[src/rtl/imem_responder.sv]
// rtl/imem_responder.sv - instruction memory responder: small program buffer streamed out one word per ack
// Each word is delivered after LATENCY wait cycles, driven by the initiator's syn level.
module imem_responder #(
  parameter int IWIDTH  = 32,
  parameter int DEPTH   = 5,
  parameter int LATENCY = 1,
  localparam int AW     = (DEPTH > 1) ? $clog2(DEPTH) : 1
) (
  input  logic              r_clk,
  input  logic              r_rst,
  input  logic              r_i_syn,
  input  logic              r_i_restart,
  input  logic              r_i_wr_en,
  input  logic [AW-1:0]     r_i_wr_addr,
  input  logic [IWIDTH-1:0] r_i_wr_data,
  output logic [IWIDTH-1:0] r_o_instr,
  output logic              r_o_last,
  output logic              r_o_ack,
  output logic              r_o_busy,
  output logic              r_o_done
);

  typedef enum logic [1:0] {IDLE, WAIT, ACK, DONE} state_t;

  localparam logic [3:0]    LAT_M1   = (LATENCY > 0) ? 4'(LATENCY - 1) : 4'd0;
  localparam logic [AW-1:0] LAST_IDX = AW'(DEPTH - 1);

  logic [IWIDTH-1:0] mem [DEPTH];
  state_t            state, state_n;
  logic [AW-1:0]     ptr, ptr_n;
  logic [3:0]        cnt, cnt_n;

  // Buffer has no reset so a program survives r_rst.
  always_ff @(posedge r_clk) begin
    if (r_i_wr_en && (int'(r_i_wr_addr) < DEPTH)) begin
      mem[r_i_wr_addr] <= r_i_wr_data;
    end
  end

  always_comb begin
    state_n = state;
    ptr_n   = ptr;
    cnt_n   = cnt;
    if (r_i_restart) begin
      state_n = IDLE;
      ptr_n   = '0;
      cnt_n   = '0;
    end else begin
      unique case (state)
        IDLE: begin
          if (r_i_syn) begin
            if (LATENCY == 0) begin
              state_n = ACK;
            end else begin
              state_n = WAIT;
              cnt_n   = LAT_M1;
            end
          end
        end
        WAIT: begin
          if (!r_i_syn) begin
            state_n = IDLE;
          end else if (cnt == 4'd0) begin
            state_n = ACK;
          end else begin
            cnt_n = cnt - 4'd1;
          end
        end
        ACK: begin
          // The beat is consumed regardless of syn during the ack cycle.
          ptr_n = ptr + AW'(1);
          if (ptr == LAST_IDX) begin
            state_n = DONE;
          end else if (r_i_syn) begin
            if (LATENCY == 0) begin
              state_n = ACK;
            end else begin
              state_n = WAIT;
              cnt_n   = LAT_M1;
            end
          end else begin
            state_n = IDLE;
          end
        end
        DONE: state_n = DONE;
        default: state_n = IDLE;
      endcase
    end
  end

  // Outputs are registered from the next state, so the buffer is read at the
  // edge entering ACK and a same-edge write is not yet visible.
  always_ff @(posedge r_clk) begin
    if (r_rst) begin
      state     <= IDLE;
      ptr       <= '0;
      cnt       <= '0;
      r_o_instr <= '0;
      r_o_ack   <= 1'b0;
      r_o_last  <= 1'b0;
      r_o_busy  <= 1'b0;
      r_o_done  <= 1'b0;
    end else begin
      state    <= state_n;
      ptr      <= ptr_n;
      cnt      <= cnt_n;
      r_o_ack  <= (state_n == ACK);
      r_o_last <= (state_n == ACK) && (ptr_n == LAST_IDX);
      r_o_busy <= (state_n == WAIT) || (state_n == ACK);
      r_o_done <= (state_n == DONE);
      if (state_n == ACK) begin
        r_o_instr <= mem[ptr_n];
      end
    end
  end

endmodule
[config.mk]
export PLATFORM = sky130hd
export DESIGN_NAME = imem_responder
export DESIGN_NICKNAME = d
export VERILOG_FILES = /design/src/rtl/imem_responder.sv
export SDC_FILE = /design/constraint.sdc
export NUM_CORES = 1
export LEC_CHECK = 0
export ABC_AREA = 0
export ABC_CLOCK_PERIOD_IN_PS = 7600
export CAP_MARGIN = 25
export CORE_ASPECT_RATIO = 0.8
export CORE_MARGIN = 4
export CORE_UTILIZATION = 50
export DETAILED_ROUTE_END_ITERATION = 7
export PLACE_DENSITY = 0.71
export SKIP_CTS_REPAIR_TIMING = 1
export SLEW_MARGIN = 20
export SYNTH_ARGS = -nofsm -noshare
export SYNTH_HDL_FRONTEND = slang
export SYNTH_SLANG_ARGS = --single-unit
[constraint.sdc]
create_clock -name r_clk -period 7.6 [get_ports r_clk]
set_input_delay 1.9 -clock r_clk [delete_from_list [all_inputs] [get_ports r_clk]]
set_output_delay 1.9 -clock r_clk [all_outputs]
set_load 0.01 [all_outputs]
==> out/metrics.cfg <==
[pwr]
swShare_pct=19.6
leakage_nw=3.15
power_density_mw_per_mm2=239
p_seq_share_pct=52.2
pwr-share-comb_pct=4.2
pwr-share-clk_pct=43.6
vdd_ir_drop_max_v=0.000211
intPower_mw=1.93
p_sw_mw=0.471

[yosys]
synth_async_sr_flop_share_pct=0
syn_nets=667
synth_common_cells=edfxtp_1, nor2_1, dfxtp_1
synthFlopType=edfxtp_1
synth_edf_count=160
synth_seq_cells=205
yosysSeqAreaShare_pct=68.2
synth_area_leaders=edfxtp_1, dfxtp_1, a2111oi_2, a311oi_1, nor2_1
synth_cell_types=39
synth_top_family_by_area=compound AO/OA/AOI/OAI gates
synth-adder-area-share_pct=1.05
synth_mux_area_share_pct=0
synth_compound_area_share_pct=17.9
synth-xor-area-share_pct=0.508
synth-simple-area-share_pct=7.34
synth_top_area_share_pct=57.4
syn_avg_cell_area_um2=13.5
synth.most_common_cell=edfxtp_1
yosys.area.top_type=edfxtp_1
synth_area_mm2=0.00837
synth_cells=620
yosys_warnings=0

[place]
dpl.hpwl_um=11100
gp_congestion=0.751
dp_cells=879
io_buffers=75

[die]
dieArea_mm2=0.0189
die_h_um=124
start_util_pct=50.7
ioPinCount=76
fp.dieW_um=153
placementRows=42
coreArea_mm2=0.0165

[timing]
final-hold-violation-count=0
max_freq_mhz=196
rsz0062_at_grt=false
fin_crit_sh_pct=67.0
skew_ns=0.00673
slew_viol_final=0
fin_crit_ns=5.09
setup_viol=0
worst_slew_pin_slew_ns=1.12
slew_headroom_pct=25.7
setup_tns_ns=0

[worst_hold_path]
min_from=cnt[1]
hp-class=reg2reg

[cells_and_area]
drive_gt1_share_pct=12.8
diodes=0
nets=729
fin_cells=916
syn_to_final_growth_pct=19.8

[detailed_routing]
drc=0
vias=5584
drtIter0Drc=522
routed_wl_um=20400
dr.pass1.iters=5
ant_nets=0
routedWlPerCell_um=22.2
post_drt_via_cell_ratio=6.10

[setup_path]
regToRegStartpoint=ptr[0]
crit_arrival_ns=5.44
crit_path_start=r_i_restart
critPathKind=in2reg
crit_required_ns=7.95
cp-end-kind=flop
crit_path_max_fanout=42
cp-start-kind=primary input

[job]
max_cap_violations=0

[clock_tree]
cts_tree=done
cts_num_sinks=205
cts-root-buf=clkbuf_16
clk_pin_slew_worst_paths_ns=0.06
numCtsBuffers=21
clk_latency_ns=0.48
htreeDepth=1
clockBufferDepth=3

[grt]
grt_pass1_vias=5758
grt_max_degree=43
gr-total-overflow=0
antenna_found_initial=0
grt_pass1_wl_um=31800
track_usage_pct=21.3

[outcome]
status=finished clean

[path summary, 6_finish.rpt]
kind              endpoint  slack (ns)  cells after the start
max          r_o_instr[14]        2.51                      8
min                 cnt[1]        0.48                      2
max reg2reg  r_o_instr[14]        3.74                     10
min reg2reg         cnt[1]        0.48                      2
[registers in the layout, indices dropped and copies added, names as in the netlist]
signal     cells
r_o_ack        1
r_o_busy       1
r_o_last       1
mem          160
ptr            3
cnt            4
r_o_done       1
state          2
r_o_instr     32
[power groups by stage]
stage	registers, mW	logic (mW)	clock network (mW)
CTS	1.25	0.100	1.07
finish	1.25	0.100	1.05
floorplan	1.28	0.0399	0
global placement	1.28	0.0942	0
global route	1.26	0.108	1.11
detailed placement	1.28	0.0994	0
[cells in the final DEF, fill, tap and decap left out, types with 2 or more instances in the layout]
| master | count |
|---|---|
| edfxtp_1 | 160 |
| clkdlybuf4s50_1 | 74 |
| nor2_1 | 70 |
| dfxtp_1 | 45 |
| inv_1 | 40 |
| a211oi_1 | 34 |
| o21ai_0 | 34 |
| nand3_1 | 32 |
| o31ai_1 | 32 |
| a311oi_1 | 32 |
| a2111oi_2 | 28 |
| clkbuf_16 | 21 |
| buf_4 | 15 |
| ha_1 | 7 |
| a21oi_1 | 5 |
| nand2b_1 | 5 |
| nor2b_1 | 4 |
| a2111oi_0 | 4 |
| or3_1 | 4 |
| clkinv_2 | 4 |
| clkbuf_8 | 4 |
| clkbuf_1 | 4 |
| xnor2_1 | 3 |
| nor3_1 | 3 |
| bufinv_16 | 3 |
| nand2_1 | 2 |
| nor3_2 | 2 |
| nor2_4 | 2 |
| and3b_1 | 2 |
| clkinv_1 | 2 |
[layout make-up]
class / instances / area, um^2
timing repair buffer: 92 / 906
multi-input combinational: 321 / 2280
sequential: 205 / 5710
inverter: 41 / 154
clock buffer: 29 / 596
clock inverter: 8 / 114
tap: 220 / 275
fill: 1281 / 6470
[worst max-delay path, cell delays in order]
cell and delay, ns:
clkdlybuf4s50_1 0.40, buf_4 0.29, a211oi_1 0.46, ha_1 0.75, nand2_2 0.57, buf_4 0.49
a2111oi_0 0.45, a311oi_1 0.07
[routing by layer]
metal | share of wire (%) | vias to the layer above | wire length, um | GRT usage, %
met1 | 41 | 2753 | 8320 | 28.8
li1 | - | 2511 | - | -
met5 | 0 | - | 0 | 0
met4 | 2.2 | 0 | 443 | 6.51
met3 | 8.9 | 38 | 1820 | 4.27
met2 | 48 | 282 | 9790 | 35.5
[through the flow]
| step | utilization, % | worst slack (ns) | power, mW | hold WS, ns | cell area, um^2 |
|---|---|---|---|---|---|
| after floorplan | - | 2.66 | 1.32 | 0.449 | 8370 |
| after global placement | 56.2 | 2.14 | 1.37 | 0.470 | 9270 |
| after detailed placement | 56.5 | 2.03 | 1.38 | 0.471 | 9320 |
| after CTS | 60.8 | 2.50 | 2.42 | 0.483 | 10000 |
| after global routing | 60.8 | 2.14 | 2.48 | 0.532 | 10000 |
| final | 60.8 | 2.51 | 2.40 | 0.478 | 10000 |
[cells by family (layout without fill, tap and decap cells)]
group                    count (synthesis)  count (layout)
XOR/XNOR                                 4               4
buffers and inverters                   94             170
flip-flops                             205             205
AND/OR/NAND/NOR                        133             133
AO/OA/AOI/OAI                          177             177
adder cells (fa/ha/maj)                  7               7
(Power assumes the default switching activity.)
